$ cat src/rtl/pipe_drain.sv
// Output collector for the scaling pipe stage: realigns pair validity, buffers pairs in a FWFT FIFO.
// Optional running XOR checksum of accepted words, built when PIPE_DRAIN_CKSUM_EN is defined.
module pipe_drain #(
  parameter int unsigned DEPTH = 8
) (
  input  logic                     clk,
  input  logic                     rst_n,
  input  logic                     i_clr,
  input  logic                     i_en_tap,
  input  logic [15:0]              i_data0,
  input  logic [15:0]              i_data1,
  output logic [31:0]              o_data,
  output logic                     o_vld,
  input  logic                     i_rdy,
  output logic [$clog2(DEPTH):0]   o_level,
  output logic                     o_ovf,
  output logic [7:0]               o_drop_cnt,
  output logic [31:0]              o_cksum
);

  localparam int unsigned AW = $clog2(DEPTH);
  localparam int unsigned PW = AW + 1;

  logic          r_en_d1;
  logic          r_en_d2;
  logic [PW-1:0] r_wr_ptr;
  logic [PW-1:0] r_rd_ptr;
  logic [31:0]   r_mem [DEPTH];
  logic          r_ovf;
  logic [7:0]    r_drop_cnt;

  logic          w_full;
  logic          w_empty;
  logic          w_pop;
  logic          w_push;
  logic          w_drop;
  logic [31:0]   w_word;

  assign w_word  = {i_data1, i_data0};
  assign w_empty = (r_wr_ptr == r_rd_ptr);
  assign w_full  = (r_wr_ptr[AW] != r_rd_ptr[AW]) &&
                   (r_wr_ptr[AW-1:0] == r_rd_ptr[AW-1:0]);
  assign w_pop   = !w_empty && i_rdy;
  // A full FIFO still accepts a pair when the head leaves on the same edge.
  assign w_push  = r_en_d2 && (!w_full || w_pop);
  assign w_drop  = r_en_d2 && w_full && !w_pop;

  // Upstream data lags its enable by two edges.
  always_ff @(posedge clk or negedge rst_n) begin
    if (!rst_n) begin
      r_en_d1 <= 1'b0;
      r_en_d2 <= 1'b0;
    end else if (i_clr) begin
      r_en_d1 <= 1'b0;
      r_en_d2 <= 1'b0;
    end else begin
      r_en_d1 <= i_en_tap;
      r_en_d2 <= r_en_d1;
    end
  end

  always_ff @(posedge clk or negedge rst_n) begin
    if (!rst_n) begin
      r_wr_ptr <= '0;
      r_rd_ptr <= '0;
    end else if (i_clr) begin
      r_wr_ptr <= '0;
      r_rd_ptr <= '0;
    end else begin
      if (w_push) r_wr_ptr <= r_wr_ptr + PW'(1);
      if (w_pop)  r_rd_ptr <= r_rd_ptr + PW'(1);
    end
  end

  // Storage is deliberately left out of reset and flush.
  always_ff @(posedge clk) begin
    if (w_push && !i_clr) r_mem[r_wr_ptr[AW-1:0]] <= w_word;
  end

  always_ff @(posedge clk or negedge rst_n) begin
    if (!rst_n) begin
      r_ovf      <= 1'b0;
      r_drop_cnt <= 8'd0;
    end else if (i_clr) begin
      r_ovf      <= 1'b0;
      r_drop_cnt <= 8'd0;
    end else if (w_drop) begin
      r_ovf <= 1'b1;
      if (r_drop_cnt != 8'hFF) r_drop_cnt <= r_drop_cnt + 8'd1;
    end
  end

`ifdef PIPE_DRAIN_CKSUM_EN
  logic [31:0] r_cksum;

  always_ff @(posedge clk or negedge rst_n) begin
    if (!rst_n) begin
      r_cksum <= 32'h0000_0000;
    end else if (i_clr) begin
      r_cksum <= 32'h0000_0000;
    end else if (w_push) begin
      r_cksum <= r_cksum ^ w_word;
    end
  end

  assign o_cksum = r_cksum;
`else
  assign o_cksum = 32'h0000_0000;
`endif

  assign o_data     = r_mem[r_rd_ptr[AW-1:0]];
  assign o_vld      = !w_empty;
  assign o_level    = r_wr_ptr - r_rd_ptr;
  assign o_ovf      = r_ovf;
  assign o_drop_cnt = r_drop_cnt;

endmodule

$ cat config.mk
export PLATFORM = sky130hd
export DESIGN_NAME = pipe_drain
export DESIGN_NICKNAME = d
export VERILOG_FILES = /design/src/rtl/pipe_drain.sv
export SDC_FILE = /design/constraint.sdc
export NUM_CORES = 1
export LEC_CHECK = 0
export BUFFER_PORTS_ARGS = -buffer_cell sky130_fd_sc_hd__buf_2
export CORE_MARGIN = 1
export CORE_UTILIZATION = 42
export DETAILED_ROUTE_END_ITERATION = 6
export SYNTH_ARGS = -nofsm -noshare
export SYNTH_HDL_FRONTEND = slang
export SYNTH_SLANG_ARGS = --single-unit
$ cat constraint.sdc
create_clock -name clk -period 4.8 [get_ports clk]
set_input_delay 0.48 -clock clk [delete_from_list [all_inputs] [get_ports clk]]
set_output_delay 0.48 -clock clk [all_outputs]
set_load 0.005 [all_outputs]
==> metrics <==
status complete, no violations; Worst slew margin 0.3311; Reg2Reg Setup Slack 1530 ps; largest family of logic cells by synthesized area multiplexers; total power 5203 uW; Max Cap Viol 0; vias in the first global route 5607; hold_ws 185.9 ps; Syn Inst Count 591; WP data arrival 3150 ps; Root Buffer Master clkbuf_16; Starting Density 0.4321; DR vias/cell 5.193; Slowest cell on crit path buf_4; Post-Synth Adder-Cell Area 0.008664; initial antenna violation count 2; Clock power frac 0.427; Synth Area in Compound Gates 0.01619; most common flop cell mapped by yosys edfxtp_1; Worst Max-Slew Pin Slew 1003 ps; Post-synth EDFFs 256; Synthesis Warnings 0; crit path launch type flop; TritonCTS clock tree yes; Avg Cell Area, Syn 18.57 sq um; Fin Clk Skew 13.35 ps; global placement routability congestion 0.7590; cts repair resizes 0; # IOs 115; register area share after synthesis 0.7437; R2R cell count 8; Pleak 0.004406 uW; switch share 0.2002; Combinational Power Share 0.066; Port Buf Inserts 82; NetSw 1042 uW; total iterations of the first detailed-routing run 4; antenna viol nets, final 0; reg-to-reg critical path startpoint r_rd_ptr[2]$_DFFE_PN0P_; Hold Crit Class input port to flop; TritonCTS Buffers 28; Hold EP r_en_d1$_DFF_PN0_; mux share of post-synthesis cell area 0.1332; DP HPWL 12230 um; final hold vios 0; # nets final 737; core area 25400 sq um; Largest stage delay, worst path 650 ps; Layout area overhead 16.45%; maximum clock path buffer count 3; first-pass GRT wire length 32490 um; total congestion overflow 0; fraction of layout cells with a size suffix above 1 0.3020; H-Tree Depth 1; sequential power share 0.506; Post-Syn Area 10980 sq um; Setup TNS 0 ps; Synth Area in Simple Gates 0.05575; die width 163.7 um; capture point of the worst reg-to-reg path r_mem[4][3]$_DFFE_PP_; Ant. Diodes 0; CP Data Required Time 4320 ps; drt drc 0; synth unique cells 40; Die H 163.7 um; critical path, cell by cell buf_4 > buf_4 > mux4_2 > nand2_1 > nand2_1 > buf_2; Worst Min Path Start i_en_tap; Cell Pwr Density 407.1 nW/um^2; CTS sink cnt 275; via count 5411; RSZ-0062 raised after global routing no; Initial DRC Count 439; clk_lat worst skew 530 ps; Routed WL 21250 um; worst vdd ir 256.7 uV; Period minus WS final 3634 ps; site row count 58; Fmax achieved 0.2752 GHz; Tcrit/Tclk final 0.7571; Die Area 26780 sq um; Setup crit end kind output port; final setup violation count 0; critical path class flop to output port; drt wl/cell 20.39 um; Total GRT Usage 0.1634; CP Max Fanout 37; Yosys reg bits 275; largest net degree at the start of global routing 68; final slew viol count 0; Clock transition at path regs 60 ps; WHS Path Cells 2; internal power 4161 uW; Post-Synth XOR/XNOR Area 0.007866; ys async rst share 0.06909
==> per-stage QoR <==
| stage | worst slack, ps | cells | cell area, sq um | utilization |
|---|---|---|---|---|
| floorplan | 2.169 | 622 | 11090 | - |
| global placement | 1559 | 992 | 11820 | 0.4654 |
| detailed placement | 1496 | 992 | 11820 | 0.4654 |
| CTS | 1023 | 1042 | 12780 | 0.5032 |
| global route | 912.0 | 1042 | 12780 | 0.5032 |
| finish | 1166 | 1042 | 12780 | 0.5032 |
==> worst max path at each step <==
stage                                  from                     to  slack (ps)  cells past startpoint
floorplan           r_rd_ptr[1]$_DFFE_PN0P_  r_mem[1][0]$_DFFE_PP_           2                      8
global placement    r_rd_ptr[2]$_DFFE_PN0P_  r_mem[3][8]$_DFFE_PP_        1560                      8
detailed placement  r_rd_ptr[2]$_DFFE_PN0P_  r_mem[5][6]$_DFFE_PP_        1500                      8
CTS                 r_rd_ptr[0]$_DFFE_PN0P_             o_data[16]        1020                      6
global route        r_rd_ptr[0]$_DFFE_PN0P_             o_data[16]         910                      6
finish              r_rd_ptr[0]$_DFFE_PN0P_             o_data[16]        1170                      6
==> cell usage after synthesis, types with 2 or more instances <==
cell type / number / area share
buf_1: 3 / 0.0010
nand2b_1: 2 / 0.0011
edfxtp_1: 256 / 0.70
o211ai_1: 3 / 0.0021
a21oi_1: 7 / 0.0032
xnor2_1: 4 / 0.0032
nand2_1: 99 / 0.034
nor3_1: 2 / 0.00091
nor2b_1: 2 / 0.0011
xor2_1: 4 / 0.0032
or3_1: 5 / 0.0028
buf_2: 7 / 0.0032
o311ai_0: 3 / 0.0024
dfrtp_1: 19 / 0.043
o41ai_1: 3 / 0.0024
o21ai_0: 3 / 0.0014
clkbuf_1: 15 / 0.0051
mux4_2: 64 / 0.13
nor2_1: 15 / 0.0051
and4_1: 2 / 0.0016
nand3_1: 6 / 0.0027
inv_1: 8 / 0.0027
ha_1: 6 / 0.0068
or4_1: 2 / 0.0014
mux2i_1: 2 / 0.0018
buf_4: 32 / 0.022
and3_1: 2 / 0.0011
o31ai_1: 3 / 0.0021
==> worst max-delay path: cells and delay by family, from the launching register on <==
family                 cells  cell delay, ps
and+or+nand+nor            2             190
muxes                      1             590
buffers and inverters      3            1370
DFF                        1             410
==> cell type report <==
type                    count  area (sq um)
clock buffers              33         740.7
multi-input cells         281          2608
fillers                  2087         12620
inverters                   9         33.78
repair buffers             98         608.1
flip-flops and latches    275          8168
well taps                 330         412.9
clock inverters            16         210.2
==> flip-flops by register name (all words and copies together), names as in the netlist <==
name,cells
o_drop_cnt,8
o_ovf,1
r_en_d1,1
r_en_d2,1
r_mem,256
r_rd_ptr,4
r_wr_ptr,4
==> layout by cell type (no fill, tap or decap), drive strengths merged, types with 3 or more instances in the layout <==
cell | netlist | layout
buf | 42 | 97
o311ai | 3 | 3
nor2 | 15 | 15
mux4 | 64 | 64
xor2 | 5 | 5
inv | 8 | 9
clkbuf | 15 | 33
o211ai | 3 | 3
a21oi | 7 | 7
nand3 | 7 | 7
o31ai | 4 | 4
nand2 | 99 | 99
o21ai | 3 | 3
or3 | 5 | 5
clkinv | 1 | 8
ha | 6 | 6
clkinvlp | 0 | 3
edfxtp | 256 | 256
o41ai | 3 | 3
bufinv | 0 | 5
dfrtp | 19 | 19
xnor2 | 4 | 4
conb | 1 | 32
==> kinds of logic after synthesis <==
logic type,count (synthesis)
AO/OA/AOI/OAI,25
XOR/XNOR,9
adder cells (fa/ha/maj),7
buffers and inverters,66
flip-flops,275
multiplexers,66
other,1
AND/OR/NAND/NOR,142
==> power groups by stage <==
stage / logic, uW / registers (uW) / clock network (uW)
2_1_floorplan: 246 / 2680 / 0
5_1_grt: 382 / 2630 / 2360
6_report: 345 / 2630 / 2220
3_3_place_gp: 347 / 2680 / 0
4_1_cts: 355 / 2630 / 2280
3_5_place_dp: 353 / 2680 / 0
==> per-layer routing <==
metal | GRT usage | vias up | part of all wire
met3 | 0.02869 | 19 | 0.047
li1 | - | 2456 | -
met2 | 0.2854 | 145 | 0.51
met1 | 0.2111 | 2789 | 0.43
met5 | 0 | - | 0.00052
met4 | 0.04040 | 2 | 0.013
==> timing repair <==
item,4_1_cts,5_1_grt
hold buffers,1,0
hold endpoints to repair,19,0
buffers inserted,0,0
Note: power is estimated with default switching activity, not from simulation.
